<file path="src/rtl/toysram_pkg.sv">
// ----------------------------------------------------------------------------
// toysram_pkg
// Shared geometry, types and helpers for the 16x12 toysram subarray controller.
//   ROWS/COLS/ADDR_W : subarray geometry
//   row_t            : row address
//   col_t            : one row of data (bit 0 = column 0)
//   wl_t             : one wordline bus (one bit per row)
//   ctl_state_t      : sequencer states
//   onehot16()       : row address to wordline pattern
// ----------------------------------------------------------------------------
package toysram_pkg;

    localparam int ROWS   = 16;
    localparam int COLS   = 12;
    localparam int ADDR_W = 4;

    typedef logic [ADDR_W-1:0] row_t;
    typedef logic [COLS-1:0]   col_t;
    typedef logic [ROWS-1:0]   wl_t;

    typedef enum logic [2:0] {
        ST_IDLE,
        ST_RD,
        ST_CAP,
        ST_WR,
        ST_RCV
    } ctl_state_t;

    // The macro's wordline bus is wired MSB-first: row 0 sits on bit 15 and
    // row 15 on bit 0, so the decode shifts a single bit down from the top.
    function automatic wl_t onehot16(input row_t addr);
        wl_t top;
        top = {1'b1, {(ROWS-1){1'b0}}};
        return top >> addr;
    endfunction

endpackage

</file>
<file path="src/rtl/toysram_wl_drv.sv">
// ----------------------------------------------------------------------------
// toysram_wl_drv
// Registered row decoder for one wordline bus. When en is high the flop takes
// the one-hot pattern of addr; otherwise the bus is pulled low on the next
// edge. Reset clears the bus immediately.
//   clk   in   clock
//   rst_n in   asynchronous reset, active low
//   en    in   drive the selected row on the next edge
//   addr  in   row to select
//   wl    out  registered one-hot (or all-zero) wordline bus
// ----------------------------------------------------------------------------
module toysram_wl_drv
    import toysram_pkg::*;
(
    input  logic              clk,
    input  logic              rst_n,
    input  logic              en,
    input  logic [ADDR_W-1:0] addr,
    output logic [ROWS-1:0]   wl
);

    // Wordlines must come straight from a flop so the macro never sees
    // decoder glitches; reset drops the bus without waiting for a clock.
    always_ff @(posedge clk or negedge rst_n) begin
        if (!rst_n) begin
            wl <= '0;
        end else if (en) begin
            wl <= onehot16(addr);
        end else begin
            wl <= '0;
        end
    end

endmodule

</file>
<file path="src/rtl/toysram_16x12_ctl.sv">
// ----------------------------------------------------------------------------
// toysram_16x12_ctl
// Access sequencer for one 16x12 toysram subarray (2 read ports, 1 write port).
// One command (up to two reads and one write) is taken per access; reads are
// performed first, then the write, then a one-cycle recovery with all
// wordlines and write bitlines low.
//
// Parameters:
//   RD_CYC  cycles the read wordlines are held before the capture cycle (>=1)
//   WR_CYC  cycles the write wordline is held with bitlines driven (>=1)
//   RBL_INV 1 when the macro's read bitlines are active-low
//
// Optional feature macro: TOYSRAM_CTL_BYPASS_EN
//   defined   : a read to the same row as the command's write returns wr_data
//   undefined : such a read returns the array contents before the write
//
// Ports:
//   clk, rst_n            clock, asynchronous active-low reset
//   rd0_val/rd0_addr      read port 0 request
//   rd1_val/rd1_addr      read port 1 request
//   wr_val/wr_addr/wr_data write request
//   cmd_rdy               idle, command accepted when any *_val is high
//   rd0_dval/rd0_data     port 0 result strobe and held data
//   rd1_dval/rd1_data     port 1 result strobe and held data
//   RWL0, RWL1, WWL       registered wordlines to the macro
//   WBL, WBLb             write bitline pair to the macro
//   RBL0, RBL1            read bitlines from the macro
// ----------------------------------------------------------------------------
module toysram_16x12_ctl
    import toysram_pkg::*;
#(
    parameter int RD_CYC  = 2,
    parameter int WR_CYC  = 1,
    parameter int RBL_INV = 0
) (
    input  logic              clk,
    input  logic              rst_n,
    input  logic              rd0_val,
    input  logic [ADDR_W-1:0] rd0_addr,
    input  logic              rd1_val,
    input  logic [ADDR_W-1:0] rd1_addr,
    input  logic              wr_val,
    input  logic [ADDR_W-1:0] wr_addr,
    input  logic [COLS-1:0]   wr_data,
    output logic              cmd_rdy,
    output logic              rd0_dval,
    output logic [COLS-1:0]   rd0_data,
    output logic              rd1_dval,
    output logic [COLS-1:0]   rd1_data,
    output logic [ROWS-1:0]   RWL0,
    output logic [ROWS-1:0]   RWL1,
    output logic [ROWS-1:0]   WWL,
    output logic [COLS-1:0]   WBL,
    output logic [COLS-1:0]   WBLb,
    input  logic [COLS-1:0]   RBL0,
    input  logic [COLS-1:0]   RBL1
);

    localparam int CNT_MAX = (RD_CYC > WR_CYC) ? RD_CYC : WR_CYC;
    localparam int CNT_W   = (CNT_MAX > 1) ? $clog2(CNT_MAX) : 1;

    ctl_state_t state, state_nxt;
    logic [CNT_W-1:0] cnt, cnt_nxt;

    logic  accept;
    logic  l_rd0_val, l_rd1_val, l_wr_val;
    row_t  l_rd0_addr, l_rd1_addr, l_wr_addr;
    col_t  l_wr_data;

    logic  cur_rd0_val, cur_rd1_val;
    row_t  cur_rd0_addr, cur_rd1_addr, cur_wr_addr;
    col_t  cur_wr_data;

    logic  rwl0_en, rwl1_en, wwl_en;
    col_t  rbl0_data, rbl1_data, rd0_cap, rd1_cap;

    assign cmd_rdy = (state == ST_IDLE);
    assign accept  = cmd_rdy && (rd0_val || rd1_val || wr_val);

    // The wordline flops are loaded on the same edge that takes the command,
    // so while idle the decoders look at the live request and afterwards at
    // the latched copy.
    always_comb begin
        cur_rd0_val  = l_rd0_val;
        cur_rd0_addr = l_rd0_addr;
        cur_rd1_val  = l_rd1_val;
        cur_rd1_addr = l_rd1_addr;
        cur_wr_addr  = l_wr_addr;
        cur_wr_data  = l_wr_data;
        if (state == ST_IDLE) begin
            cur_rd0_val  = rd0_val;
            cur_rd0_addr = rd0_addr;
            cur_rd1_val  = rd1_val;
            cur_rd1_addr = rd1_addr;
            cur_wr_addr  = wr_addr;
            cur_wr_data  = wr_data;
        end
    end

    // State register and phase counter.
    always_ff @(posedge clk or negedge rst_n) begin
        if (!rst_n) begin
            state <= ST_IDLE;
            cnt   <= '0;
        end else begin
            state <= state_nxt;
            cnt   <= cnt_nxt;
        end
    end

    // Next-state: reads first, then the write, then recovery. Phases that the
    // command does not need are skipped. The wordline enables follow the
    // state being entered so each bus rises exactly with its phase; read and
    // write phases never share a state, so WWL cannot overlap RWL0/RWL1.
    always_comb begin
        state_nxt = state;
        cnt_nxt   = cnt;
        case (state)
            ST_IDLE: begin
                if (accept) begin
                    if (rd0_val || rd1_val) begin
                        state_nxt = ST_RD;
                        cnt_nxt   = CNT_W'(RD_CYC - 1);
                    end else begin
                        state_nxt = ST_WR;
                        cnt_nxt   = CNT_W'(WR_CYC - 1);
                    end
                end
            end
            ST_RD: begin
                if (cnt == '0) begin
                    state_nxt = ST_CAP;
                end else begin
                    cnt_nxt = cnt - 1'b1;
                end
            end
            ST_CAP: begin
                if (l_wr_val) begin
                    state_nxt = ST_WR;
                    cnt_nxt   = CNT_W'(WR_CYC - 1);
                end else begin
                    state_nxt = ST_RCV;
                end
            end
            ST_WR: begin
                if (cnt == '0) begin
                    state_nxt = ST_RCV;
                end else begin
                    cnt_nxt = cnt - 1'b1;
                end
            end
            ST_RCV: begin
                state_nxt = ST_IDLE;
            end
            default: begin
                state_nxt = ST_IDLE;
            end
        endcase

        rwl0_en = ((state_nxt == ST_RD) || (state_nxt == ST_CAP)) && cur_rd0_val;
        rwl1_en = ((state_nxt == ST_RD) || (state_nxt == ST_CAP)) && cur_rd1_val;
        wwl_en  = (state_nxt == ST_WR);
    end

    // Command latch; the fields stay stable for the whole access.
    always_ff @(posedge clk or negedge rst_n) begin
        if (!rst_n) begin
            l_rd0_val  <= 1'b0;
            l_rd0_addr <= '0;
            l_rd1_val  <= 1'b0;
            l_rd1_addr <= '0;
            l_wr_val   <= 1'b0;
            l_wr_addr  <= '0;
            l_wr_data  <= '0;
        end else if (accept) begin
            l_rd0_val  <= rd0_val;
            l_rd0_addr <= rd0_addr;
            l_rd1_val  <= rd1_val;
            l_rd1_addr <= rd1_addr;
            l_wr_val   <= wr_val;
            l_wr_addr  <= wr_addr;
            l_wr_data  <= wr_data;
        end
    end

    toysram_wl_drv u_rwl0 (.clk(clk), .rst_n(rst_n), .en(rwl0_en), .addr(cur_rd0_addr), .wl(RWL0));
    toysram_wl_drv u_rwl1 (.clk(clk), .rst_n(rst_n), .en(rwl1_en), .addr(cur_rd1_addr), .wl(RWL1));
    toysram_wl_drv u_wwl  (.clk(clk), .rst_n(rst_n), .en(wwl_en),  .addr(cur_wr_addr),  .wl(WWL));

    // Write bitlines are registered alongside WWL so both pairs are valid
    // for the whole write pulse and released together with it.
    always_ff @(posedge clk or negedge rst_n) begin
        if (!rst_n) begin
            WBL  <= '0;
            WBLb <= '0;
        end else if (wwl_en) begin
            WBL  <= cur_wr_data;
            WBLb <= ~cur_wr_data;
        end else begin
            WBL  <= '0;
            WBLb <= '0;
        end
    end

    // Bitline polarity correction, then the optional same-row forwarding.
    always_comb begin
        rbl0_data = (RBL_INV != 0) ? ~RBL0 : RBL0;
        rbl1_data = (RBL_INV != 0) ? ~RBL1 : RBL1;
        rd0_cap   = rbl0_data;
        rd1_cap   = rbl1_data;
`ifdef TOYSRAM_CTL_BYPASS_EN
        if (l_wr_val && (l_rd0_addr == l_wr_addr)) begin
            rd0_cap = l_wr_data;
        end
        if (l_wr_val && (l_rd1_addr == l_wr_addr)) begin
            rd1_cap = l_wr_data;
        end
`endif
    end

    // Read bitlines are sampled at the end of the capture cycle while the
    // wordlines are still up; the strobes last exactly one cycle.
    always_ff @(posedge clk or negedge rst_n) begin
        if (!rst_n) begin
            rd0_dval <= 1'b0;
            rd0_data <= '0;
            rd1_dval <= 1'b0;
            rd1_data <= '0;
        end else begin
            rd0_dval <= 1'b0;
            rd1_dval <= 1'b0;
            if (state == ST_CAP) begin
                if (l_rd0_val) begin
                    rd0_dval <= 1'b1;
                    rd0_data <= rd0_cap;
                end
                if (l_rd1_val) begin
                    rd1_dval <= 1'b1;
                    rd1_data <= rd1_cap;
                end
            end
        end
    end

endmodule
</file>
<file path="config.mk">
export PLATFORM = sky130hd
export DESIGN_NAME = toysram_16x12_ctl
export DESIGN_NICKNAME = d
export VERILOG_FILES = /design/src/rtl/toysram_pkg.sv /design/src/rtl/toysram_wl_drv.sv /design/src/rtl/toysram_16x12_ctl.sv
export SDC_FILE = /design/constraint.sdc
export NUM_CORES = 1
export LEC_CHECK = 0
export CORE_ASPECT_RATIO = 2
export CORE_MARGIN = 8
export CORE_UTILIZATION = 42
export DETAILED_ROUTE_END_ITERATION = 7
export GPL_ROUTABILITY_DRIVEN = 0
export GPL_TIMING_DRIVEN = 0
export PLACE_DENSITY = 0.86
export SETUP_SLACK_MARGIN = 0.2
export SLEW_MARGIN = 30
export SYNTH_ARGS = -nofsm -noshare
export SYNTH_HDL_FRONTEND = slang
export SYNTH_SLANG_ARGS = --single-unit
</file>
<file path="constraint.sdc">
create_clock -name clk -period 1.79 [get_ports clk]
set_input_delay 0.537 -clock clk [delete_from_list [all_inputs] [get_ports clk]]
set_output_delay 0.537 -clock clk [all_outputs]
set_load 0.02 [all_outputs]
</file>
# Word level (Yosys, flattened, before mapping)
# Cells that the tools add are included.
[op_classes]
bitwise_logic = 1
addsub = 1
shifts = 3
mux = 26
eq_ne = 8
n_reduce_logical = 12
[op_table]
columns = ["operator", "n"]
rows = [
  ["two-way mux 16 bit", 3],
  [">> shifter 16 x 4 -> 16 bit, first input constant", 3],
  ["two-way mux 12 bit", 3],
  ["== test 3 x 2 -> 1 bit, second input constant", 4],
  ["two-way mux 3 bit", 4],
  ["two-way mux 4 bit", 3],
  ["NOT 12 bit", 1],
  ["one-hot mux 3 bit (4 select lines)", 1],
  ["two-way mux 1 bit", 10],
  ["== test 3 x 1 -> 1 bit, second input constant", 2],
  ["AND reduction 2 bit", 2],
  ["logical AND 1 bit", 3],
  ["zero test 3 bit", 1],
  ["logical OR 1 bit", 3],
  ["one-hot mux 1 bit (3 select lines)", 1],
  ["AND reduction 3 bit", 1],
  ["nonzero test 3 bit", 1],
  ["two-way mux 2 bit", 1],
  ["!= test 2 x 1 -> 1 bit, second input constant", 1],
  ["!= test 2 bit, second input constant", 1],
  ["OR reduction 2 bit", 1],
  ["subtractor 1 bit, second input constant", 1],
]
[word_totals]
reg_bits = 129
wordCells = 69
input_bits = 53
output_inout_bits = 99

# Longest topological paths before layout
[depth]
ltp_word = 9
ltp_mapped = 7
mapped_depth_nobuf = 5

# Modules after synthesis
# A second synthesis with hierarchy kept.
[unflattened]
cells_unflattened = 348
hier_area_um2 = 4993.5
[by_module_without_submodules]
columns = ["module", "instances", "cells_per_inst", "area_per_inst_um2", "seq_area_each_um2"]
rows = [
  ["toysram_16x12_ctl", 1, 219, 3240.6, 2026.9],
  ["toysram_wl_drv", 3, 43, 584.3, 400.4],
]

# Least setup slack after synthesis
# No wires, ideal clock.
[synth_timing]
path_kind = "register -> output"
from = "reg state[1]"
to = "out cmd_rdy"
path_slack_ns = -0.061
t_required_ns = 1.253
stages_incl_launch_ff = 6
t_arrival_ns = 1.314
path_cell_list = "dfrtp_1 -> or3_1 -> buf_6 -> clkinv_2 -> buf_4 -> buf_4"
[synth_between]
elab_chain_cells = 1
[synth_rtl]
columns = ["item", "line_no", "source"]
rows = [
  ["start: declaration", "toysram_16x12_ctl.sv:62", "ctl_state_t state, state_nxt;"],
  ["start signal: assignment", "toysram_16x12_ctl.sv:106", "state <= state_nxt;"],
  ["zero test 3 bit", "toysram_16x12_ctl.sv:77", "assign cmd_rdy = (state == ST_IDLE);"],
  ["end: declaration", "toysram_16x12_ctl.sv:45", "output logic cmd_rdy,"],
]
# No other way between the ends.

# Worst setup path after layout
[layout_timing]
from = "reg state[0]"
to = "out cmd_rdy"
# Same word-level chain as after synthesis.

==> flow_summary.json <==
{
  "ir_drop_uv": 1180,
  "cp-endpoint": "cmd_rdy",
  "cts_buffer_depth": 2,
  "synth_cell_types": 38,
  "crit_fanout": 2,
  "end_kind": "primary output",
  "crit_type": "reg -> out",
  "path_cells": "or3_4 > buf_6 > clkinv_8 > buf_8 > buf_8 > buf_6",
  "antenna_found_initial": 0,
  "startpoint": "state[0]",
  "cp_slowest_stage_delay_ps": 410,
  "wl_per_cell_um": 23.6,
  "syn_area_per_cell_um2": 13.1,
  "dp_hpwl_um": 10100,
  "core_area_mm2": 0.0116,
  "synthMuxAreaShare": 0.136,
  "ios": 152,
  "synth_adder_area_share": 0,
  "die_height_um": 170,
  "wl_met2_um": 10300,
  "grt_usage": 0.224,
  "cp_num_buf_inv": 5,
  "synth_top_family_by_area": "multiplexers",
  "cts_root_buf": "clkbuf_16",
  "fin_crit_sh": 1.25,
  "hold_slack_ps": 45.9,
  "postRouteAntennaNets": 0,
  "ys_ff_latch": 129,
  "p_leak_nw": 3.80,
  "grt-ovfl-total": 0,
  "worst_r2r_startpoint": "state[0]",
  "maxSlewViolCount": 0,
  "yosysTopAreaCellShare": 0.650,
  "status": "finished, violations left",
  "max_cap_viol_count": 0,
  "initial_utilization": 0.427,
  "pwr-share-seq": 0.266,
  "violations": "negative setup slack",
  "grt_pass1_wl_um": 26500,
  "worst_path_max_delay_cell": "dfrtp_1",
  "rr_worst_depth": 9,
  "totalWireLength_um": 17800,
  "crit_family": "buffers and inverters",
  "yosysWarnings": 0,
  "slew_headroom": 0.563,
  "rsz0062_at_grt": "true",
  "skew_ps": 10.3,
  "r2r_slack_ps": -420,
  "switchingPower_w": 0.00659,
  "synth_compound_area_frac": 0.0602,
  "worst_pin_slew_ps": 654,
  "clkSinkCount": 129,
  "cts_buffers": 17,
  "yosysSeqAreaShare": 0.650,
  "cts_tree": "built",
  "clock.fmax_ghz": 0.447,
  "hold_violations": 0,
  "clkPwrFrac": 0.206,
  "dieArea_mm2": 0.0158,
  "final_cell_mix": "127 x dfrtp_1, 72 x buf_2, 48 x clkdlybuf4s50_1, 36 x nor2_1, 33 x buf_6",
  "met1_length_um": 5510,
  "synth_top_cell_by_area": "dfrtp_1",
  "num_rows": 56,
  "setup-tns-final_ps": -31290,
  "required_ps": 1250,
  "setup_violations": 101,
  "firstDrtPassIters": 5,
  "worst-path-stages": 6,
  "p_int_w": 0.0106,
  "dr_total_vias": 4112,
  "worstSkewPairLatency_ps": 420,
  "syn_inst": 378,
  "nFillCells": 767,
  "antenna_cells": 0,
  "port_buffers": 151,
  "drive_gt1_frac": 0.539,
  "synth-simple-area-share": 0.123,
  "syn_area_mm2": 0.00497,
  "synth_nets": 431,
  "crit_arrival_ps": 1700,
  "top_layer": "met4",
  "mostFrequentLayoutCell": "dfrtp_1",
  "die_w_um": 92.9,
  "pwr-share-comb": 0.528,
  "r2r_end": "l_wr_addr[1]",
  "grt_max_degree": 71,
  "grt_pass1_vias": 4663,
  "switching_share": 0.383,
  "layout_setup_ws_ps": -449,
  "fin_crit_ps": 2240,
  "drt_first_iter_violations": 219,
  "synth-xor-area-share": 0,
  "met3_length_um": 1130,
  "hold_class": "in -> async",
  "drc_errors": 0,
  "final_nets": 648,
  "h-tree-depth": 4,
  "path_clk_slew_ps": 60,
  "power_density_mw_per_mm2": 2050,
  "synth_area_leaders": "dfrtp_1 65%, mux2_2 7.5%, nor2_1 4.5%",
  "area_delta_synth_final_pct": 68.5,
  "startpoint_type": "register",
  "post-place-ws_ps": -801,
  "via_per_inst": 5.46
}
final cells by class:
type / instances / area [um^2] / share of cell area
well taps: 145 / 181 / 0.0217
plain buffers: 13 / 198 / 0.0236
inverters: 13 / 63.8 / 0.00762
repair buffers: 197 / 1750 / 0.209
flip-flops and latches: 129 / 3230 / 0.386
clock buffers: 17 / 425 / 0.0508
multi-input cells: 224 / 2350 / 0.280
clock inverters: 15 / 181 / 0.0217
synth_stat cells, drive strengths merged:
master,n
clkbuf,1
and3b,1
mux2,46
clkinv,1
or4,1
nand2,7
a41oi,1
mux2i,12
nand2b,4
nand3,3
a31oi,16
nor2b,13
nand3b,4
o21bai,2
a21o,4
and3,1
and4b,1
o21ai,10
a32oi,6
a22o,1
nor3b,11
buf,12
inv,12
a21oi,3
or4b,1
nor3,12
nor4,1
nor2,60
dfrtp,129
nor4b,1
or3,1
flip-flops by register name, summed over array words and instances, names as in the netlist, 3 cells and up:
register and count:
u_rwl1.wl 16, u_wwl.wl 16, u_rwl0.wl 16, l_rd0_addr 4
state 3, l_rd1_addr 4, rd0_data 12, WBLb 12
rd1_data 12, l_wr_data 12, l_wr_addr 4, WBL 12
what timing repair did:
| item | in CTS | in global routing |
|---|---|---|
| setup buffers | 30 | 6 |
| cloned | 9 | 1 |
| hold buffers | 0 | 0 |
| gates resized for setup | 441 | 142 |
| pin swaps | 41 | 27 |
| setup endpoints to repair | 225 | 188 |
worst register-to-register path, stage by stage (launching register included):
cell     delay [ps]
dfrtp_1         410
or3_4           400
buf_6           140
buf_4           130
buf_6           110
buf_8           130
a21oi_4         190
buf_6           150
buf_12          120
mux2_4          300
layer usage:
metal  global-route usage  vias to the layer above
li1                     -                     1760
met1                0.200                     2078
met2                0.429                      209
met3               0.0587                       65
met4                0.129                        0
met5                    0                        -
kinds of logic after synthesis:
| group | count (synthesis) |
|---|---|
| flops | 129 |
| simple gates | 122 |
| compound gates | 43 |
| mux | 58 |
| buf+inv | 26 |
worst min-delay path by stage:
stage                 start      endpoint  slack, ps  depth (start not counted)
3_5_place_dp   l_wr_data[6]  l_wr_data[6]        490                          1
5_1_grt               rst_n  rd1_data[10]         80                          1
3_3_place_gp    rd1_data[8]   rd1_data[8]        490                          1
6_report              rst_n  u_rwl1.wl[7]         50                          1
2_1_floorplan         rst_n        WBL[0]        240                          0
4_1_cts               rst_n   rd1_data[9]         70                          1
power by group through the flow:
stage / logic, W / registers [W] / clock network (W)
after floorplan: 0.00277 / 0.00504 / 0
after CTS: 0.00822 / 0.00449 / 0.00355
after detailed placement: 0.00564 / 0.00444 / 0
after global routing: 0.00946 / 0.00468 / 0.00373
final: 0.00908 / 0.00458 / 0.00354
after global placement: 0.00547 / 0.00437 / 0
metrics by stage:
| step | power, W | instances | util | cell area, um^2 |
|---|---|---|---|---|
| 2_1_floorplan | 0.00781 | 378 | - | 5010 |
| 3_3_place_gp | 0.00984 | 674 | 0.577 | 6710 |
| 3_5_place_dp | 0.0101 | 675 | 0.579 | 6740 |
| 4_1_cts | 0.0163 | 746 | 0.722 | 8400 |
| 5_1_grt | 0.0179 | 753 | 0.720 | 8370 |
| 6_report | 0.0172 | 753 | 0.720 | 8370 |
Power figures use the tool's default switching activity.
